$ cat src/rtl/riscv_wb_if.sv
// riscv_wb_if: MEM-stage register outputs, data-memory response and write-back outputs.
interface riscv_wb_if #(
    parameter int XLEN           = 32,
    parameter int ILEN           = 32,
    parameter int EXCEPTION_SIZE = 16
);
    logic [XLEN-1:0]           mem_pc;
    logic [ILEN-1:0]           mem_instr;
    logic                      mem_bubble;
    logic [EXCEPTION_SIZE-1:0] mem_exception;
    logic [XLEN-1:0]           mem_r;
    logic [XLEN-1:0]           mem_memadr;
    logic [XLEN-1:0]           dmem_q;
    logic                      dmem_ack;
    logic                      dmem_err;
    logic                      wb_stall;
    logic [XLEN-1:0]           wb_pc;
    logic [ILEN-1:0]           wb_instr;
    logic                      wb_bubble;
    logic [EXCEPTION_SIZE-1:0] wb_exception;
    logic [XLEN-1:0]           wb_badaddr;
    logic                      wb_we;
    logic [4:0]                wb_dst;
    logic [XLEN-1:0]           wb_r;
    modport slave (
        input  mem_pc, mem_instr, mem_bubble, mem_exception, mem_r, mem_memadr,
               dmem_q, dmem_ack, dmem_err,
        output wb_stall, wb_pc, wb_instr, wb_bubble, wb_exception, wb_badaddr,
               wb_we, wb_dst, wb_r
    );
    modport master (
        output mem_pc, mem_instr, mem_bubble, mem_exception, mem_r, mem_memadr,
               dmem_q, dmem_ack, dmem_err,
        input  wb_stall, wb_pc, wb_instr, wb_bubble, wb_exception, wb_badaddr,
               wb_we, wb_dst, wb_r
    );
endinterface

$ cat src/rtl/riscv_wb.sv
// riscv_wb: write-back stage; waits for data-memory completion, aligns loads,
// turns bus errors/timeouts into access faults and drives the register-file write port.
module riscv_wb #(
    parameter int              XLEN           = 32,
    parameter int              ILEN           = 32,
    parameter int              EXCEPTION_SIZE = 16,
    parameter logic [XLEN-1:0] PC_INIT        = 'h200,
    parameter int              TIMEOUT        = 16
) (
    input logic       clk,
    input logic       rstn,
    riscv_wb_if.slave bus
);
    localparam logic [6:0] OP_LOAD   = 7'b0000011;
    localparam logic [6:0] OP_STORE  = 7'b0100011;
    localparam logic [6:0] OP_OP     = 7'b0110011;
    localparam logic [6:0] OP_IMM    = 7'b0010011;
    localparam logic [6:0] OP_LUI    = 7'b0110111;
    localparam logic [6:0] OP_AUIPC  = 7'b0010111;
    localparam logic [6:0] OP_JAL    = 7'b1101111;
    localparam logic [6:0] OP_JALR   = 7'b1100111;
    localparam logic [6:0] OP_SYSTEM = 7'b1110011;
    localparam int         CW        = $clog2(TIMEOUT + 1);

    typedef enum logic {IDLE, WAIT} state_t;

    state_t                    r_state, w_next;
    logic [CW-1:0]             r_cnt;
    logic [XLEN-1:0]           r_pc, r_badaddr, r_r;
    logic [ILEN-1:0]           r_instr;
    logic                      r_bubble, r_we;
    logic [EXCEPTION_SIZE-1:0] r_exception;
    logic [4:0]                r_dst;

    logic [6:0]                w_opcode;
    logic [2:0]                w_f3;
    logic [4:0]                w_rd;
    logic                      w_killed, w_live, w_load, w_store, w_mem_op, w_timeout;
    logic                      w_stall, w_fault, w_exc_in, w_writes;
    logic [EXCEPTION_SIZE-1:0] w_fault_bits;
    logic [XLEN-1:0]           w_shift, w_load_data;
    logic [15:0]               w_half;

    always_comb begin
        w_opcode  = bus.mem_instr[6:0];
        w_f3      = bus.mem_instr[14:12];
        w_rd      = bus.mem_instr[11:7];
        w_killed  = |r_exception;
        w_live    = !bus.mem_bubble && !w_killed && (bus.mem_exception == '0);
        w_load    = w_opcode == OP_LOAD;
        w_store   = w_opcode == OP_STORE;
        w_mem_op  = w_live && (w_load || w_store);
        w_timeout = r_cnt == CW'(TIMEOUT);
        w_stall   = w_mem_op && !bus.dmem_ack && !bus.dmem_err && !w_timeout;
        w_fault   = w_mem_op && (bus.dmem_err || w_timeout);
        w_exc_in  = !w_killed && (bus.mem_exception != '0);
        w_fault_bits    = '0;
        w_fault_bits[5] = w_fault && w_load;
        w_fault_bits[7] = w_fault && w_store;
        w_writes  = w_load || w_opcode == OP_OP || w_opcode == OP_IMM || w_opcode == OP_LUI ||
                    w_opcode == OP_AUIPC || w_opcode == OP_JAL || w_opcode == OP_JALR ||
                    (w_opcode == OP_SYSTEM && w_f3 != 3'b000);
    end

    // byte/halfword lane selection from the low address bits
    always_comb begin
        w_shift     = bus.dmem_q >> {bus.mem_memadr[1:0], 3'b000};
        w_half      = bus.mem_memadr[1] ? bus.dmem_q[31:16] : bus.dmem_q[15:0];
        w_load_data = (w_f3 == 3'b000) ? {{(XLEN-8){w_shift[7]}}, w_shift[7:0]} :
                      (w_f3 == 3'b100) ? {{(XLEN-8){1'b0}}, w_shift[7:0]} :
                      (w_f3 == 3'b001) ? {{(XLEN-16){w_half[15]}}, w_half} :
                      (w_f3 == 3'b101) ? {{(XLEN-16){1'b0}}, w_half} :
                      bus.dmem_q;
    end

    always_comb begin
        w_next = (r_state == WAIT) ? ((bus.dmem_ack || bus.dmem_err || w_timeout || !w_mem_op) ? IDLE : WAIT)
                                   : (w_stall ? WAIT : IDLE);
    end

    always_ff @(posedge clk) begin
        if (!rstn) begin
            r_state <= IDLE;
            r_cnt   <= '0;
        end else begin
            r_state <= w_next;
            r_cnt   <= (w_next == WAIT) ? r_cnt + 1'b1 : '0;
        end
    end

    always_ff @(posedge clk) begin
        if (!rstn) begin
            r_pc        <= PC_INIT;
            r_instr     <= '0;
            r_bubble    <= 1'b1;
            r_exception <= '0;
            r_badaddr   <= '0;
            r_we        <= 1'b0;
            r_dst       <= '0;
            r_r         <= '0;
        end else if (w_stall) begin
            r_bubble    <= 1'b1;
            r_we        <= 1'b0;
            r_exception <= '0;
        end else begin
            r_pc        <= bus.mem_pc;
            r_instr     <= bus.mem_instr;
            r_dst       <= w_rd;
            r_r         <= w_load ? w_load_data : bus.mem_r;
            r_bubble    <= !(w_live || w_exc_in);
            r_exception <= w_killed ? '0 : (bus.mem_exception | w_fault_bits);
            r_we        <= w_live && w_writes && (w_rd != 5'd0) && !w_fault;
            if (w_fault || w_exc_in)
                r_badaddr <= bus.mem_memadr;
        end
    end

    assign bus.wb_stall     = w_stall;
    assign bus.wb_pc        = r_pc;
    assign bus.wb_instr     = r_instr;
    assign bus.wb_bubble    = r_bubble;
    assign bus.wb_exception = r_exception;
    assign bus.wb_badaddr   = r_badaddr;
    assign bus.wb_we        = r_we;
    assign bus.wb_dst       = r_dst;
    assign bus.wb_r         = r_r;
endmodule

$ cat src/flat_wrapper.sv
// flat-port wrapper written by rule: the top's interface ports become plain ports
module riscv_wb_flat 
#(
    parameter int              XLEN           = 32,
    parameter int              ILEN           = 32,
    parameter int              EXCEPTION_SIZE = 16,
    parameter logic [XLEN-1:0] PC_INIT        = 'h200,
    parameter int              TIMEOUT        = 16
)
  (clk, rstn, bus_mem_pc, bus_mem_instr, bus_mem_bubble, bus_mem_exception, bus_mem_r, bus_mem_memadr, bus_dmem_q, bus_dmem_ack, bus_dmem_err, bus_wb_stall, bus_wb_pc, bus_wb_instr, bus_wb_bubble, bus_wb_exception, bus_wb_badaddr, bus_wb_we, bus_wb_dst, bus_wb_r);
  riscv_wb_if #(.XLEN(XLEN), .ILEN(ILEN), .EXCEPTION_SIZE(EXCEPTION_SIZE)) bus_i ();
  input logic clk;
  input logic rstn;
  input wire logic [$bits(bus_i.mem_pc)-1:0] bus_mem_pc;
  input wire logic [$bits(bus_i.mem_instr)-1:0] bus_mem_instr;
  input wire logic [$bits(bus_i.mem_bubble)-1:0] bus_mem_bubble;
  input wire logic [$bits(bus_i.mem_exception)-1:0] bus_mem_exception;
  input wire logic [$bits(bus_i.mem_r)-1:0] bus_mem_r;
  input wire logic [$bits(bus_i.mem_memadr)-1:0] bus_mem_memadr;
  input wire logic [$bits(bus_i.dmem_q)-1:0] bus_dmem_q;
  input wire logic [$bits(bus_i.dmem_ack)-1:0] bus_dmem_ack;
  input wire logic [$bits(bus_i.dmem_err)-1:0] bus_dmem_err;
  output wire logic [$bits(bus_i.wb_stall)-1:0] bus_wb_stall;
  output wire logic [$bits(bus_i.wb_pc)-1:0] bus_wb_pc;
  output wire logic [$bits(bus_i.wb_instr)-1:0] bus_wb_instr;
  output wire logic [$bits(bus_i.wb_bubble)-1:0] bus_wb_bubble;
  output wire logic [$bits(bus_i.wb_exception)-1:0] bus_wb_exception;
  output wire logic [$bits(bus_i.wb_badaddr)-1:0] bus_wb_badaddr;
  output wire logic [$bits(bus_i.wb_we)-1:0] bus_wb_we;
  output wire logic [$bits(bus_i.wb_dst)-1:0] bus_wb_dst;
  output wire logic [$bits(bus_i.wb_r)-1:0] bus_wb_r;
  assign bus_i.mem_pc = bus_mem_pc;
  assign bus_i.mem_instr = bus_mem_instr;
  assign bus_i.mem_bubble = bus_mem_bubble;
  assign bus_i.mem_exception = bus_mem_exception;
  assign bus_i.mem_r = bus_mem_r;
  assign bus_i.mem_memadr = bus_mem_memadr;
  assign bus_i.dmem_q = bus_dmem_q;
  assign bus_i.dmem_ack = bus_dmem_ack;
  assign bus_i.dmem_err = bus_dmem_err;
  assign bus_wb_stall = bus_i.wb_stall;
  assign bus_wb_pc = bus_i.wb_pc;
  assign bus_wb_instr = bus_i.wb_instr;
  assign bus_wb_bubble = bus_i.wb_bubble;
  assign bus_wb_exception = bus_i.wb_exception;
  assign bus_wb_badaddr = bus_i.wb_badaddr;
  assign bus_wb_we = bus_i.wb_we;
  assign bus_wb_dst = bus_i.wb_dst;
  assign bus_wb_r = bus_i.wb_r;
  riscv_wb #(.XLEN(XLEN), .ILEN(ILEN), .EXCEPTION_SIZE(EXCEPTION_SIZE), .PC_INIT(PC_INIT), .TIMEOUT(TIMEOUT)) u_core (.clk(clk), .rstn(rstn), .bus(bus_i));
endmodule
$ cat config.mk
export PLATFORM = sky130hd
export DESIGN_NAME = riscv_wb_flat
export DESIGN_NICKNAME = d
export VERILOG_FILES = /design/src/rtl/riscv_wb_if.sv /design/src/rtl/riscv_wb.sv /design/src/flat_wrapper.sv
export SDC_FILE = /design/constraint.sdc
export NUM_CORES = 1
export LEC_CHECK = 0
export ABC_CLOCK_PERIOD_IN_PS = 2100
export BUFFER_PORTS_ARGS = -buffer_cell sky130_fd_sc_hd__buf_2
export CORE_MARGIN = 3
export CORE_UTILIZATION = 41
export CTS_CLUSTER_DIAMETER = 80
export DETAILED_ROUTE_END_ITERATION = 10
export PLACE_DENSITY = 0.79
export SYNTH_ARGS = -nofsm -noshare
export SYNTH_HDL_FRONTEND = slang
export SYNTH_SLANG_ARGS = --single-unit
export TNS_END_PERCENT = 1
$ cat constraint.sdc
create_clock -name clk -period 2.1 [get_ports clk]
set_input_delay 0.525 -clock clk [delete_from_list [all_inputs] [get_ports clk]]
set_output_delay 0.525 -clock clk [all_outputs]
set_load 0.02 [all_outputs]
==> results.py, run 1 <==
metrics = {
    "outcome": {
        "outcome": "finished with violations",
        "violations": "setup timing",
    },
    "cts": {
        "htreeDepth": 4,
        "cts.path.max_buffers": 2,
        "cts_root_buffer": "clkbuf_16",
        "cts_tree": "yes",
        "worstSkewPairLatency_ns": 0.41,
        "cts_num_sinks": 151,
        "holdBufCountCts": 0,
        "clk_pin_slew_ns": 0.07,
        "numCtsBuffers": 17,
    },
    "timing": {
        "tightest_slew_ns": 0.4392,
        "drv_slew": 0,
        "period_needed_ns": 2.366,
        "fin_tns_setup_ns": -5.773,
        "rsz0062_at_grt": "yes",
        "slew_headroom_pct": 70.72,
        "final_hold_viol_count": 0,
        "fin_skew_ns": 0.008663,
        "fmax_mhz": 422.7,
        "setup_slack_ns": -0.2658,
        "setup_viol": 92,
        "period_share_pct": 112.7,
    },
    "logic_synthesis": {
        "ys_ff_latch": 151,
        "synth_edf_count": 0,
        "yosys_warnings": 0,
        "syn-num-nets": 952,
        "synthesis.area_um2": 6282,
        "yosysUniqueCellTypes": 48,
        "seq_area_frac_synth_pct": 48.12,
        "synth-main-ff-cell": "dfxtp_1",
        "synthArstFlopShare_pct": 0,
        "synth.avg_cell_area_um2": 8.169,
        "syn_inst": 769,
    },
    "worst_hold_path": {
        "min_to": "u_core.bus.wb_badaddr[22]",
        "hold_path_class": "in2reg",
        "hold-path-cell-count": 3,
        "min-delay-start": "bus_mem_memadr[22]",
    },
    "placed_design": {
        "post-place-ws_ns": -0.5207,
        "hpwl_um": 16130,
        "portBuffers": 332,
        "place.gp.congestion": 0.9187,
    },
    "routing": {
        "dr.first_iter.drc_count": 324,
        "wirelength_um": 21840,
        "viasPerCell": 5.175,
        "drc_errors": 0,
        "drtPass1Iterations": 4,
        "drtAntennaViolNets": 0,
        "vias": 6836,
        "wl_per_cell_um": 16.54,
    },
    "setup_path": {
        "path_buf_inv": 3,
        "end_kind": "primary output",
        "arrival_ns": 1.84,
        "r2r_start": "u_core.r_cnt[1]",
        "cpPeakStageDelay_ns": 0.33,
        "reg2reg_depth": 9,
        "worstPathCellList": "inv_2, ha_2, nor4bb_4, buf_4, nor4_4, nor2b_4, buf_6",
        "start_kind": "flip-flop",
        "rrSetupSlack_ns": -0.15,
        "crit_fanout": 2,
        "worst-setup-path-type": "reg2out",
        "cp_slowest_cell": "dfxtp_2",
        "required_ns": 1.57,
        "crit_family": "simple AND/OR/NAND/NOR gates",
        "reg2reg_to": "u_core.bus.wb_pc[23]",
    },
    "global_routing": {
        "grt_pass1_wl_um": 32750,
        "grt_usage_pct": 24.69,
        "overflow": 0,
        "grt_pass1_vias": 6534,
        "grt_max_degree": 105,
        "antenna_found_initial": 0,
    },
    "floorplanning": {
        "die_area_um2": 16840,
        "dieWidth_um": 129.8,
        "die_y_um": 129.8,
        "placementRows": 44,
        "start_util_pct": 42.58,
        "core_um2": 14750,
        "top_level_ports": 333,
    },
    "layout": {
        "drive_gt1_share_pct": 42.13,
        "num-fill-cells": 1293,
        "layout_common_cells": "buf_2 (330), nand2_1 (168), dfxtp_1 (148), a21oi_1 (77), nand3_1 (59)",
        "finalNetCount": 1307,
        "syn2layout_area_growth_pct": 46.44,
        "layout_commonest_cell": "buf_2",
        "num_antenna_cells": 0,
    },
    "pwr": {
        "vdd_drop_max_mv": 0.4998,
        "power_density_nw_per_um2": 755.8,
        "power.leakage_nw": 4.466,
    },
    "flow_run": {
        "maxCapViolCount": 0,
    },
}
[metal layers]
metal	GRT usage, %	part of all wire [%]
met2	43.46	51
met4	9.658	2.1
met1	28.16	39
met3	7.327	8.2
met5	0	0
[worst max-delay path by stage]
stage / start / endpoint / slack [ns] / depth (start not counted)
6_report: u_core.r_cnt[1] / bus_wb_stall / -0.27 / 7
2_1_floorplan: bus_mem_exception[1] / u_core.bus.wb_pc[1] / -0.1 / 8
5_1_grt: u_core.r_cnt[1] / bus_wb_stall / -0.35 / 7
3_3_place_gp: bus_mem_exception[2] / u_core.bus.wb_r[7] / -0.46 / 7
4_1_cts: u_core.bus.wb_exception[7] / bus_wb_stall / -0.27 / 6
3_5_place_dp: bus_mem_exception[2] / u_core.bus.wb_pc[9] / -0.52 / 7
[flip-flops by register name (all words and copies together), names as in the netlist]
name / flops
u_core.bus.wb_we: 1
u_core.bus.wb_exception: 16
u_core.r_cnt: 5
u_core.bus.wb_r: 32
u_core.bus.wb_pc: 32
u_core.bus.wb_instr: 28
u_core.bus.wb_bubble: 1
u_core.bus.wb_dst: 4
u_core.bus.wb_badaddr: 32
[repair_timing]
item                                    in CTS  in global routing
setup buffers                                4                  3
endpoints found under the hold margin        0                  0
gates resized for setup                     16                 20
endpoints found under the setup margin      93                122
gates cloned                                 0                  0
pin swaps                                    6                  3
[synth_stat cells (2+ instances only)]
master    count  share of area [%]
buf_6         5               0.90
nor4_1        7               0.70
and3_1        5               0.50
o31ai_1       2               0.24
dfxtp_1     151                 48
clkbuf_1     46                2.7
buf_2         7               0.56
buf_1         2               0.12
xnor2_1       2               0.28
nand4_1       2               0.20
o21a_1        2               0.24
ha_1          2               0.40
a21oi_1      79                6.3
buf_4         5               0.60
nand2_2      10                1.0
nand2b_1      2               0.20
nand3b_1      2               0.24
or4_1         2               0.24
clkbuf_2      2               0.16
nor3_1        3               0.24
o21ai_0      64                5.1
a22o_1        2               0.28
nor4bb_1      2               0.32
mux4_2        8                2.9
inv_1         5               0.30
o211ai_1      9                1.1
mux2i_1       8                1.3
nor2_1       35                2.1
nor4_2        5                1.0
o21ai_1      11               0.88
nor2b_1       3               0.30
nand3_1      60                4.8
and2_1       14                1.4
nand2_1     168                 10
o22ai_1      24                2.4
[metrics by stage]
step           hold slack (ns)  cell area (um2)  power, mW  util (%)  instances
6_report                0.3215             9200      6.953     62.36       1321
2_1_floorplan           0.5148             6290      3.668         -        769
5_1_grt                 0.3138             9200      7.244     62.36       1321
4_1_cts                 0.2969             9128      7.019     61.86       1318
3_5_place_dp            0.4430             8462      4.152     57.35       1282
3_3_place_gp            0.4389             8462      4.129     57.35       1282
[power breakdown]
group          internal [mW]  switching, mW  leakage (nW)
sequential              3.01         0.0682          1.26
clock                   1.58           1.27         0.269
combinational          0.429          0.604          2.94
[tightest hold or removal path, cell delays in order]
cell	delay, ns
buf_2	0.07
nand3_1	0.05
o21ai_0	0.06
[cells by family (layout without fill, tap and decap cells)]
family,after synthesis,count (layout),share of synthesized area [%]
xor gates and xnor gates,3,3,0.4183
AOI/OAI and AO/OA,198,198,17.17
DFF,151,151,48.12
muxes,17,17,4.322
buffers and inverters,73,441,5.437
adders and majority gates,2,2,0.3983
and+or+nand+nor,325,325,24.14
[area by class of cell]
| type | count | area [um2] | area share [%] |
|---|---|---|---|
| Multi-Input combinational cell | 545 | 3038 | 33.02 |
| Sequential cell | 151 | 3027 | 32.90 |
| Timing Repair Buffer | 403 | 2326 | 25.28 |
| Clock buffer | 19 | 442.9 | 4.814 |
| Tap cell | 184 | 230.2 | 2.502 |
| Clock inverter | 13 | 113.9 | 1.238 |
| Inverter | 6 | 22.52 | 0.2448 |
Power figures use the tool's default switching activity.
==> inputs of run 2 (changes only) <==
- HOLD_SLACK_MARGIN: unset -> 0.08
- TNS_END_PERCENT: 1 -> 20
==> results.py, run 2 (same netlist as run 1, synthesis figures left out) <==
metrics = {
    "global_routing": {
        "grt_pass1_vias": 6740,
        "grt_usage_pct": 25.93,
        "grt_pass1_wl_um": 34320,
        "antenna_found_initial": 0,
        "overflow": 0,
        "grt_max_degree": 65,
    },
    "cts": {
        "cts_num_sinks": 151,
        "holdBufCountCts": 0,
        "cts_tree": "yes",
        "cts.path.max_buffers": 2,
        "worstSkewPairLatency_ns": 0.42,
        "cts_root_buffer": "clkbuf_16",
        "htreeDepth": 4,
        "clk_pin_slew_ns": 0.07,
        "numCtsBuffers": 17,
    },
    "timing": {
        "final_hold_viol_count": 0,
        "setup_slack_ns": -0.2798,
        "period_share_pct": 113.3,
        "rsz0062_at_grt": "yes",
        "setup_viol": 94,
        "fin_tns_setup_ns": -17.41,
        "drv_slew": 0,
        "fin_skew_ns": 0.01269,
        "fmax_mhz": 420.2,
        "slew_headroom_pct": 57.40,
        "tightest_slew_ns": 0.6390,
        "period_needed_ns": 2.380,
    },
    "floorplanning": {
        "core_um2": 14750,
        "dieWidth_um": 129.8,
        "placementRows": 44,
        "die_y_um": 129.8,
        "start_util_pct": 42.58,
        "die_area_um2": 16840,
        "top_level_ports": 333,
    },
    "layout": {
        "num_antenna_cells": 0,
        "layout_commonest_cell": "buf_2",
        "finalNetCount": 1312,
        "layout_common_cells": "buf_2 (331), dfxtp_1 (149), nand2_1 (139), nand3_1 (59), a21oi_1 (59)",
        "syn2layout_area_growth_pct": 56.22,
        "drive_gt1_share_pct": 47.72,
        "instances_no_fill": 1326,
    },
    "outcome": {
        "outcome": "finished with violations",
        "violations": "setup timing",
    },
    "setup_path": {
        "reg2reg_depth": 9,
        "end_kind": "primary output",
        "cp_slowest_cell": "dfxtp_2",
        "worstPathCellList": "inv_2, ha_4, nor4bb_4, buf_4, nor4_4, nor2b_4, buf_6",
        "cpPeakStageDelay_ns": 0.33,
        "rrSetupSlack_ns": -0.23,
        "crit_fanout": 2,
        "reg2reg_to": "u_core.bus.wb_instr[15]",
        "arrival_ns": 1.85,
        "start_kind": "flip-flop",
        "required_ns": 1.57,
        "r2r_start": "u_core.r_cnt[0]",
        "worst-setup-path-type": "reg2out",
    },
    "routing": {
        "wirelength_um": 24300,
        "drc_errors": 0,
        "vias": 7160,
        "drtPass1Iterations": 5,
        "wl_per_cell_um": 18.33,
        "drtAntennaViolNets": 0,
        "viasPerCell": 5.400,
        "dr.first_iter.drc_count": 443,
    },
    "worst_hold_path": {
        "min_to": "u_core.bus.wb_badaddr[13]",
        "hold_path_class": "in2reg",
        "min-delay-start": "bus_mem_memadr[13]",
        "hold-path-cell-count": 3,
    },
    "placed_design": {
        "place.gp.congestion": 0.9023,
        "dp.cells": 1270,
        "hpwl_um": 16430,
        "portBuffers": 332,
    },
    "pwr": {
        "power_density_nw_per_um2": 759.7,
        "vdd_drop_max_mv": 0.5184,
        "power.leakage_nw": 4.656,
        "finalPower_mw": 7.456,
    },
    "flow_run": {
        "maxCapViolCount": 0,
    },
}
## run 2: cell types whose count changed in the layout (fill, tap and decap cells not counted), sizes merged
cell	change
clkinv	-4
inv	-1
bufinv	+4
clkbuf	+6
## run 2: worst max-delay path by stage
| stage | from | to | slack [ns] |
|---|---|---|---|
| 2_1_floorplan | u_core.r_cnt[0] | u_core.bus.wb_pc[1] | -0.05 |
| 3_3_place_gp | bus_mem_instr[0] | bus_wb_stall | -0.27 |
| 3_5_place_dp | bus_mem_instr[0] | bus_wb_stall | -0.36 |
| 4_1_cts | u_core.r_cnt[0] | bus_wb_stall | -0.24 |
| 5_1_grt | u_core.r_cnt[0] | bus_wb_stall | -0.35 |
| 6_report | u_core.r_cnt[0] | bus_wb_stall | -0.28 |
## run 2: what timing repair did
| item | CTS | global route |
|---|---|---|
| buffers inserted | 8 | 9 |
| endpoints found under the setup margin | 88 | 97 |
| cloned | 6 | 5 |
| hold endpoints to repair | 0 | 0 |
| resized for setup | 68 | 73 |
| pin swaps | 35 | 24 |
## run 2: layout make-up
class	instances	area (um2)
repair buffers	408	2571
multi-input cells	545	3328
clock buffers	20	446.7
fillers	1195	4940
flip-flops and latches	151	3025
inverters	6	22.52
clock inverters	12	190.2
well taps	184	230.2
## run 2: per-layer routing
layer | vias up | global-route usage, % | wire [um]
met4 | 0 | 11.61 | 703
li1 | 3389 | - | -
met5 | - | 0 | 0
met3 | 50 | 7.081 | 2016
met1 | 3351 | 28.32 | 8769
met2 | 370 | 46.83 | 12810
## run 2: stage by stage
step                      util [%]  setup slack, ns  hold WS [ns]  cell area [um2]
final                        66.52          -0.2798        0.3213             9814
after global routing         66.52          -0.3462        0.3209             9814
after CTS                    63.74          -0.2420        0.3074             9404
after detailed placement     57.05          -0.3553        0.4431             8417
after global placement       57.05          -0.2694        0.4380             8417
after floorplan                  -         -0.04854        0.5046             6349
## run 2: power breakdown
group | internal, mW | switching, mW
Clock | 2.05 | 1.23
Sequential | 3.01 | 0.0747
Combinational | 0.457 | 0.641
Total | 5.51 | 1.95
## run 2: worst max-delay path: cells and delay by family (launching register included)
kind / cells / cell delay (ns)
AND/OR/NAND/NOR: 3 / 0.65
flip-flops: 1 / 0.33
buffers and inverters: 3 / 0.33
adder cells (fa/ha/maj): 1 / 0.14
